### config.mk
export PLATFORM = sky130hd
export DESIGN_NAME = morra_cinese_fsmd
export DESIGN_NICKNAME = d
export VERILOG_FILES = /design/src/rtl/morra_cinese_fsmd.sv
export SDC_FILE = /design/constraint.sdc
export NUM_CORES = 1
export LEC_CHECK = 0
export CORE_AREA = 8 8 69 71
export DETAILED_ROUTE_END_ITERATION = 10
export DIE_AREA = 0 0 77 79
export GPL_TIMING_DRIVEN = 0
export HOLD_SLACK_MARGIN = 0.03
export PLACE_DENSITY = 0.77
export SYNTH_ARGS = -nofsm -noshare
export SYNTH_HDL_FRONTEND = slang
export SYNTH_SLANG_ARGS = --single-unit
### constraint.sdc
create_clock -name clk -period 4.7 [get_ports clk]
set_input_delay 0.94 -clock clk [delete_from_list [all_inputs] [get_ports clk]]
set_output_delay 0.94 -clock clk [all_outputs]
set_load 0.005 [all_outputs]
### src/rtl/morra_cinese_fsmd.sv
// Morra cinese (rock-paper-scissors) referee: configurable best-of game with a
// no-repeat rule for the previous winner, registered ROUND/GAME results.
module morra_cinese_fsmd (
  input  logic       clk,
  input  logic       rst,
  input  logic [1:0] P1,
  input  logic [1:0] P2,
  input  logic       START,
  output logic [1:0] ROUND,
  output logic [1:0] GAME
);

  typedef enum logic [0:0] {
    IDLE = 1'b0,
    PLAY = 1'b1
  } state_t;

  localparam logic [1:0] RES_NONE = 2'b00;
  localparam logic [1:0] RES_P1   = 2'b01;
  localparam logic [1:0] RES_P2   = 2'b10;
  localparam logic [1:0] RES_DRAW = 2'b11;

  // Winner of two non-zero moves; equal moves are a draw.
  function automatic logic [1:0] judge(input logic [1:0] a, input logic [1:0] b);
    logic [1:0] r;
    if (a == b) begin
      r = RES_DRAW;
    end else begin
      case ({a, b})
        4'b0111, 4'b1110, 4'b1001: r = RES_P1;
        default:                   r = RES_P2;
      endcase
    end
    return r;
  endfunction

  // Early finish on a two-win lead after four rounds, else finish at the limit.
  function automatic logic [1:0] game_result(input logic [4:0] rounds,
                                             input logic [4:0] max_rounds,
                                             input logic [4:0] p1w,
                                             input logic [4:0] p2w);
    logic [1:0] g;
    if ((rounds >= 5'd4) && (p1w >= (p2w + 5'd2))) begin
      g = RES_P1;
    end else if ((rounds >= 5'd4) && (p2w >= (p1w + 5'd2))) begin
      g = RES_P2;
    end else if (rounds == max_rounds) begin
      if (p1w > p2w) begin
        g = RES_P1;
      end else if (p2w > p1w) begin
        g = RES_P2;
      end else begin
        g = RES_DRAW;
      end
    end else begin
      g = RES_NONE;
    end
    return g;
  endfunction

  state_t     state_q, state_d;
  logic [4:0] max_q, max_d;
  logic [4:0] rounds_q, rounds_d;
  logic [4:0] p1w_q, p1w_d;
  logic [4:0] p2w_q, p2w_d;
  logic [1:0] last_win_q, last_win_d;
  logic [1:0] last_move_q, last_move_d;
  logic [1:0] round_q, round_d;
  logic [1:0] game_q, game_d;

  logic       repeat_s;
  logic       valid_s;
  logic [1:0] result_s;
  logic [4:0] rounds_n_s;
  logic [4:0] p1w_n_s;
  logic [4:0] p2w_n_s;
  logic [1:0] game_s;

  // Round evaluation: validity, winner and the would-be counters after it.
  always_comb begin
    repeat_s   = ((last_win_q == RES_P1) && (P1 == last_move_q)) ||
                 ((last_win_q == RES_P2) && (P2 == last_move_q));
    valid_s    = (state_q == PLAY) && (P1 != 2'b00) && (P2 != 2'b00) && !repeat_s;
    result_s   = judge(P1, P2);
    rounds_n_s = rounds_q + 5'd1;
    p1w_n_s    = (result_s == RES_P1) ? (p1w_q + 5'd1) : p1w_q;
    p2w_n_s    = (result_s == RES_P2) ? (p2w_q + 5'd1) : p2w_q;
    game_s     = game_result(rounds_n_s, max_q, p1w_n_s, p2w_n_s);
  end

  // Next-state and next-output logic; START overrides any evaluation.
  always_comb begin
    state_d     = state_q;
    max_d       = max_q;
    rounds_d    = rounds_q;
    p1w_d       = p1w_q;
    p2w_d       = p2w_q;
    last_win_d  = last_win_q;
    last_move_d = last_move_q;
    round_d     = RES_NONE;
    game_d      = RES_NONE;
    if (START) begin
      state_d     = PLAY;
      max_d       = 5'd4 + {1'b0, P1, P2};
      rounds_d    = 5'd0;
      p1w_d       = 5'd0;
      p2w_d       = 5'd0;
      last_win_d  = RES_NONE;
      last_move_d = 2'b00;
    end else if (valid_s) begin
      round_d  = result_s;
      rounds_d = rounds_n_s;
      p1w_d    = p1w_n_s;
      p2w_d    = p2w_n_s;
      case (result_s)
        RES_P1: begin
          last_win_d  = RES_P1;
          last_move_d = P1;
        end
        RES_P2: begin
          last_win_d  = RES_P2;
          last_move_d = P2;
        end
        default: begin
          last_win_d  = RES_NONE;
          last_move_d = 2'b00;
        end
      endcase
      game_d = game_s;
      if (game_s != RES_NONE) begin
        state_d = IDLE;
      end else begin
        state_d = PLAY;
      end
    end else begin
      state_d = state_q;
    end
  end

  // State and output registers with synchronous reset.
  always_ff @(posedge clk) begin
    if (rst) begin
      state_q     <= IDLE;
      max_q       <= 5'd4;
      rounds_q    <= 5'd0;
      p1w_q       <= 5'd0;
      p2w_q       <= 5'd0;
      last_win_q  <= RES_NONE;
      last_move_q <= 2'b00;
      round_q     <= RES_NONE;
      game_q      <= RES_NONE;
    end else begin
      state_q     <= state_d;
      max_q       <= max_d;
      rounds_q    <= rounds_d;
      p1w_q       <= p1w_d;
      p2w_q       <= p2w_d;
      last_win_q  <= last_win_d;
      last_move_q <= last_move_d;
      round_q     <= round_d;
      game_q      <= game_d;
    end
  end

  assign ROUND = round_q;
  assign GAME  = game_q;

endmodule

==> impl_metrics.json, run 1 <==
{
  "drv_cap": 0,
  "vias": 1723,
  "rsz0062_at_grt": "false",
  "ys_ff_latch": 29,
  "finalMaxSlewViolations": 0,
  "yosys.area.top_type": "dfxtp_1",
  "max_slew_margin": 0.402,
  "synthDistinctLibCells": 41,
  "powerDensity_nw_per_um2": 232,
  "crit_fanout": 10,
  "grt_pass1_wl_mm": 6.93,
  "wire_per_inst_um": 12.9,
  "ys_top_cells_by_count": "dfxtp_1, nor2_1, xnor2_1",
  "syn_inst": 254,
  "synth_top_area_frac": 0.275,
  "setup_tns_ns": 0,
  "synth-async-reset-ratio": 0,
  "num_io_pins": 11,
  "synth_area_sq_um": 2110,
  "hold_viol": 0,
  "drc_errors": 0,
  "path_cells": "clkdlybuf4s50_1, inv_1, ha_1, mux2_4, a221oi_2, buf_2, mux2_2, ha_1, inv_1, ha_1, a21oi_1, a21oi_1, o21ai_1, nand4_1, a21oi_1",
  "coreArea_sq_um": 3800,
  "setup_ws_ns": 0.293,
  "yosys_warnings": 0,
  "setup_violations": 0,
  "grt_usage": 0.140,
  "antenna_left": 0,
  "cts_tree": "yes",
  "reg2reg_slack_ns": 1.93,
  "path_clk_slew_ns": 0.06,
  "grt_max_degree": 11,
  "crit_path_end_kind": "register",
  "hold_path_class": "reg -> reg",
  "cellLeakagePower_nw": 0.990,
  "synth_edf_count": 0,
  "cp_data_arrival_time_ns": 4.62,
  "clock_latency_ns": 0.28,
  "dp_slack_ns": -0.0720,
  "cts_setup_buffers": 0,
  "fin_crit_sh": 0.938,
  "htreeDepth": 2,
  "cp-start-kind": "input port",
  "syn_to_final_growth_pct": 10.4,
  "root_buffer": "clkbuf_8",
  "period_needed_ns": 4.41,
  "numCtsBuffers": 5,
  "row_count": 23,
  "die_x_um": 77,
  "postPlaceCellArea_sq_um": 2240,
  "cp_slowest_cell": "clkdlybuf4s50_1",
  "grt_pass1_vias": 1547,
  "whs_ns": 0.518,
  "syn_nets": 283,
  "place_inst": 311,
  "post-route-cell-area_sq_um": 2330,
  "clock-sinks": 29,
  "synth_seq_area_share": 0.275,
  "design.die.area_sq_um": 6080,
  "drtPass1Iterations": 4,
  "initial_core_util": 0.556,
  "portBuffers": 7,
  "synthFlopType": "dfxtp_1",
  "drive_gt1_frac": 0.0855,
  "first_iter_violations": 78,
  "wirelength_mm": 4.12,
  "grt.overflow.total": 0,
  "fmax_ghz": 0.227,
  "path_class": "in -> reg",
  "worst_pin_slew_ns": 0.889,
  "cp_data_required_time_ns": 4.91,
  "synth_area_leaders": "dfxtp_1, ha_1, xnor2_1",
  "critPathMaxStageDelay_ns": 0.66,
  "yosysMostFrequentCell": "dfxtp_1",
  "vias_per_cell": 5.40,
  "antenna_cells": 0,
  "fin_nets": 297,
  "vdd_drop_max_mv": 0.200,
  "die_h_um": 79,
  "cts_buffer_depth": 2,
  "postCtsHoldBufs": 0,
  "finalNonFillerCells": 319,
  "antenna_found_initial": 0,
  "avgSynthCellArea_sq_um": 8.32,
  "dpl.hpwl_mm": 3.21,
  "gp_congestion": 0.888,
  "finClkSkew_ns": 0.00285,
  "status": "complete, no violations"
}
per-stage QoR:
step | utilization | power [mW]
finish | 0.614 | 0.540
global route | 0.614 | 0.568
CTS | 0.614 | 0.546
detailed placement | 0.591 | 0.348
global placement | 0.591 | 0.346
floorplan | - | 0.325
worst max-delay path, delay by kind of cell:
family	cells	cell delay, ns
compound gates	5	0.94
fa+ha+maj	3	0.78
buf+inv	4	1.09
mux	2	0.67
simple gates	1	0.18
power breakdown:
group	internal (mW)	total, mW	leakage [nW]	switching [mW]
clock	0.102	0.198	0.0439	0.0961
combinational	0.0363	0.0863	0.711	0.0501
sequential	0.251	0.256	0.235	0.00473
cells by family (layout without fill, tap and decap cells):
kind of cell	count (synthesis)	after routing	synth area share
buffers and inverters	22	37	0.0480
xor gates and xnor gates	36	36	0.149
adders and majority gates	22	22	0.130
muxes	10	10	0.0504
DFF	29	29	0.275
and+or+nand+nor	95	95	0.235
AOI/OAI and AO/OA	40	40	0.112
layout make-up:
class                   count  area, sq um
fillers                   356         1470
multi-input cells         203         1430
flip-flops and latches     29          581
repair buffers              7         70.1
clock buffers               5         68.8
plain buffers              12         63.8
well taps                  50         62.6
inverters                  10         37.5
clock inverters             3         17.5
per-layer routing:
metal  GRT usage  up-vias  share of wire
li1            -      897              -
met1       0.178      793           0.50
met2       0.223       27           0.44
met3      0.0350        6          0.044
met4      0.0528        0          0.014
met5           0        -              0
repair_timing:
item	4_1_cts	5_1_grt
endpoints found under the setup margin	0	1
hold endpoints to repair	0	0
resized for setup	0	1
state kept, by name, indices dropped and copies added (netlist names):
register and flops:
GAME 2, ROUND 2, last_move_q 2, last_win_q 2, max_q 5, p1w_q 5, p2w_q 5, rounds_q 5
state_q 1
worst paths after layout:
kind                  from             to  depth (start not counted)
max                  P1[0]        state_q                         15
min          last_win_q[1]  last_win_q[1]                          2
max reg2reg       p2w_q[0]        state_q                         10
min reg2reg  last_win_q[1]  last_win_q[1]                          2
placed cells by master (no fill, tap or decap), drive strengths merged, types with 8 or more instances in the layout:
cell type,Yosys,layout
o21ai,11,11
ha,22,22
inv,10,10
nor2,29,29
xnor2,23,23
xor2,13,13
nand3,11,11
a21oi,17,17
mux2i,8,8
dfxtp,29,29
nand2,18,18
clkbuf,5,10
(Power assumes the default switching activity.)
==> run 2, diff against run 1 <==
--- a/config.mk
+++ b/config.mk
@@ -5,12 +5,14 @@
 export SDC_FILE = /design/constraint.sdc
 export NUM_CORES = 1
 export LEC_CHECK = 0
-export CORE_AREA = 8 8 69 71
+export CELL_PAD_IN_SITES_DETAIL_PLACEMENT = 0
+export CELL_PAD_IN_SITES_GLOBAL_PLACEMENT = 1
+export CORE_AREA = 8 8 78 80
 export DETAILED_ROUTE_END_ITERATION = 10
-export DIE_AREA = 0 0 77 79
+export DIE_AREA = 0 0 86 88
 export GPL_TIMING_DRIVEN = 0
 export HOLD_SLACK_MARGIN = 0.03
-export PLACE_DENSITY = 0.77
+export PLACE_DENSITY_LB_ADDON = 0.1
 export SYNTH_ARGS = -nofsm -noshare
 export SYNTH_HDL_FRONTEND = slang
 export SYNTH_SLANG_ARGS = --single-unit
==> impl_metrics.json, run 2 (synthesis results as in run 1) <==
{
  "portBuffers": 7,
  "design.die.area_sq_um": 7570,
  "rsz0062_at_grt": "false",
  "vias_per_cell": 5.00,
  "antenna_left": 0,
  "clock_latency_ns": 0.28,
  "cp_data_required_time_ns": 4.91,
  "coreArea_sq_um": 4910,
  "drive_gt1_frac": 0.0818,
  "hold_path_class": "reg -> reg",
  "antenna_cells": 0,
  "path_buf_inv": 4,
  "cts_setup_buffers": 0,
  "hold_viol": 0,
  "setup_violations": 0,
  "cts_tree": "yes",
  "drc_errors": 0,
  "powerDensity_nw_per_um2": 256,
  "initial_core_util": 0.430,
  "crit_path_end_kind": "register",
  "path_clk_slew_ns": 0.06,
  "path_class": "in -> reg",
  "grt.overflow.total": 0,
  "die_x_um": 86,
  "num_io_pins": 11,
  "setup_tns_ns": 0,
  "final_util": 0.487,
  "finalMaxSlewViolations": 0,
  "drtPass1Iterations": 4,
  "grt_pass1_wl_mm": 7.76,
  "first_iter_violations": 76,
  "clock-sinks": 29,
  "drv_cap": 0,
  "row_count": 26,
  "htreeDepth": 2,
  "worst_pin_slew_ns": 0.975,
  "design_power_total_mw": 0.613,
  "syn_to_final_growth_pct": 13.2,
  "numCtsBuffers": 5,
  "path_cells": "clkdlybuf4s50_1, inv_1, ha_1, mux2_4, a221oi_2, clkbuf_4, mux2_2, ha_1, inv_1, ha_1, a21oi_1, a21oi_1, o21ai_1, nand4_1, a21oi_1",
  "max_slew_margin": 0.345,
  "grt_max_degree": 11,
  "final_common_cell": "dfxtp_1",
  "die_h_um": 88,
  "cp-start-kind": "input port",
  "status": "complete, no violations",
  "gp_congestion": 0.752,
  "fin_crit_sh": 0.927,
  "crit_fanout": 10,
  "critPathTopFamily": "buffers and inverters",
  "dpl.hpwl_mm": 3.54,
  "cts_buffer_depth": 2,
  "root_buffer": "clkbuf_8",
  "period_needed_ns": 4.36,
  "final_cell_mix": "dfxtp_1, nor2_1, xnor2_1, ha_1",
  "cp_slowest_cell": "clkdlybuf4s50_1",
  "critPathMaxStageDelay_ns": 0.61,
  "vias": 1696,
  "finClkSkew_ns": 0.00471,
  "antenna_found_initial": 0,
  "cp_data_arrival_time_ns": 4.57,
  "wirelength_mm": 4.55,
  "cellLeakagePower_nw": 1.01,
  "grt_usage": 0.130,
  "vdd_drop_max_mv": 0.244,
  "wire_per_inst_um": 13.4,
  "fmax_ghz": 0.229,
  "fin_nets": 297,
  "grt_pass1_vias": 1643
}
==> run 2: changes by cell type in the layout (fill, tap and decap cells not counted) <==
| cell | delta |
|---|---|
| clkinv_2 | -2 |
| clkinvlp_4 | -1 |
| dlymetal6s2s_1 | +1 |
| buf_2 | -1 |
| clkdlybuf4s50_1 | -1 |
| bufinv_16 | +1 |
| clkbuf_8 | +1 |
| clkbuf_1 | +1 |
| clkbuf_4 | +1 |
==> run 2: path summary, 6_finish.rpt <==
path | startpoint | end | slack [ns] | cells after the start
worst max register to register | p2w_q[0] | state_q | 1.89 | 10
worst min-delay path | max_q[3] | max_q[3] | 0.52 | 2
worst min register to register | max_q[3] | max_q[3] | 0.52 | 2
worst max-delay path | P1[1] | state_q | 0.34 | 15
==> run 2: what timing repair did <==
action,4_1_cts,5_1_grt
resized for setup,0,3
endpoints found under the setup margin,0,3
hold buffers,0,0
==> run 2: cell type report <==
| class | instances | area (sq um) |
|---|---|---|
| Fill cell | 508 | 2520 |
| Clock buffer | 7 | 86.3 |
| Sequential cell | 29 | 581 |
| Clock inverter | 1 | 30.0 |
| Inverter | 10 | 37.5 |
| Timing Repair Buffer | 7 | 72.6 |
| Buffer | 12 | 66.3 |
| Tap cell | 70 | 87.6 |
| Multi-Input combinational cell | 203 | 1430 |
==> run 2: power breakdown <==
group / internal, mW / switching, mW
combinational: 0.0368 / 0.0504
clock: 0.173 / 0.0974
sequential: 0.251 / 0.00445
==> run 2: routing by layer <==
layer | up-vias | global-route usage | wire [um]
li1 | 901 | - | -
met1 | 771 | 0.165 | 2270
met2 | 18 | 0.215 | 2090
met3 | 6 | 0.0253 | 127
met4 | 0 | 0.0382 | 60
met5 | - | 0 | 0
==> run 2: worst register-to-register path, cell delays in order, from the launching register on <==
cell and delay (ns):
dfxtp_1 0.37, ha_1 0.37, nand4_1 0.10, or4b_1 0.50, a21oi_1 0.20, xnor2_1 0.17, ha_1 0.28, a21o_1 0.16
o21ai_1 0.23, nand4_1 0.17, a21oi_1 0.18
==> run 2: stage by stage <==
step | cell area (sq um) | hold WS (ns) | worst slack, ns | instances
floorplan | 2110 | 0.472 | 1.12 | 254
finish | 2390 | 0.516 | 0.342 | 339
CTS | 2390 | 0.516 | 0.0806 | 339
detailed placement | 2270 | 0.510 | -0.190 | 331
global route | 2390 | 0.542 | 0.0186 | 339
global placement | 2270 | 0.505 | -0.202 | 331
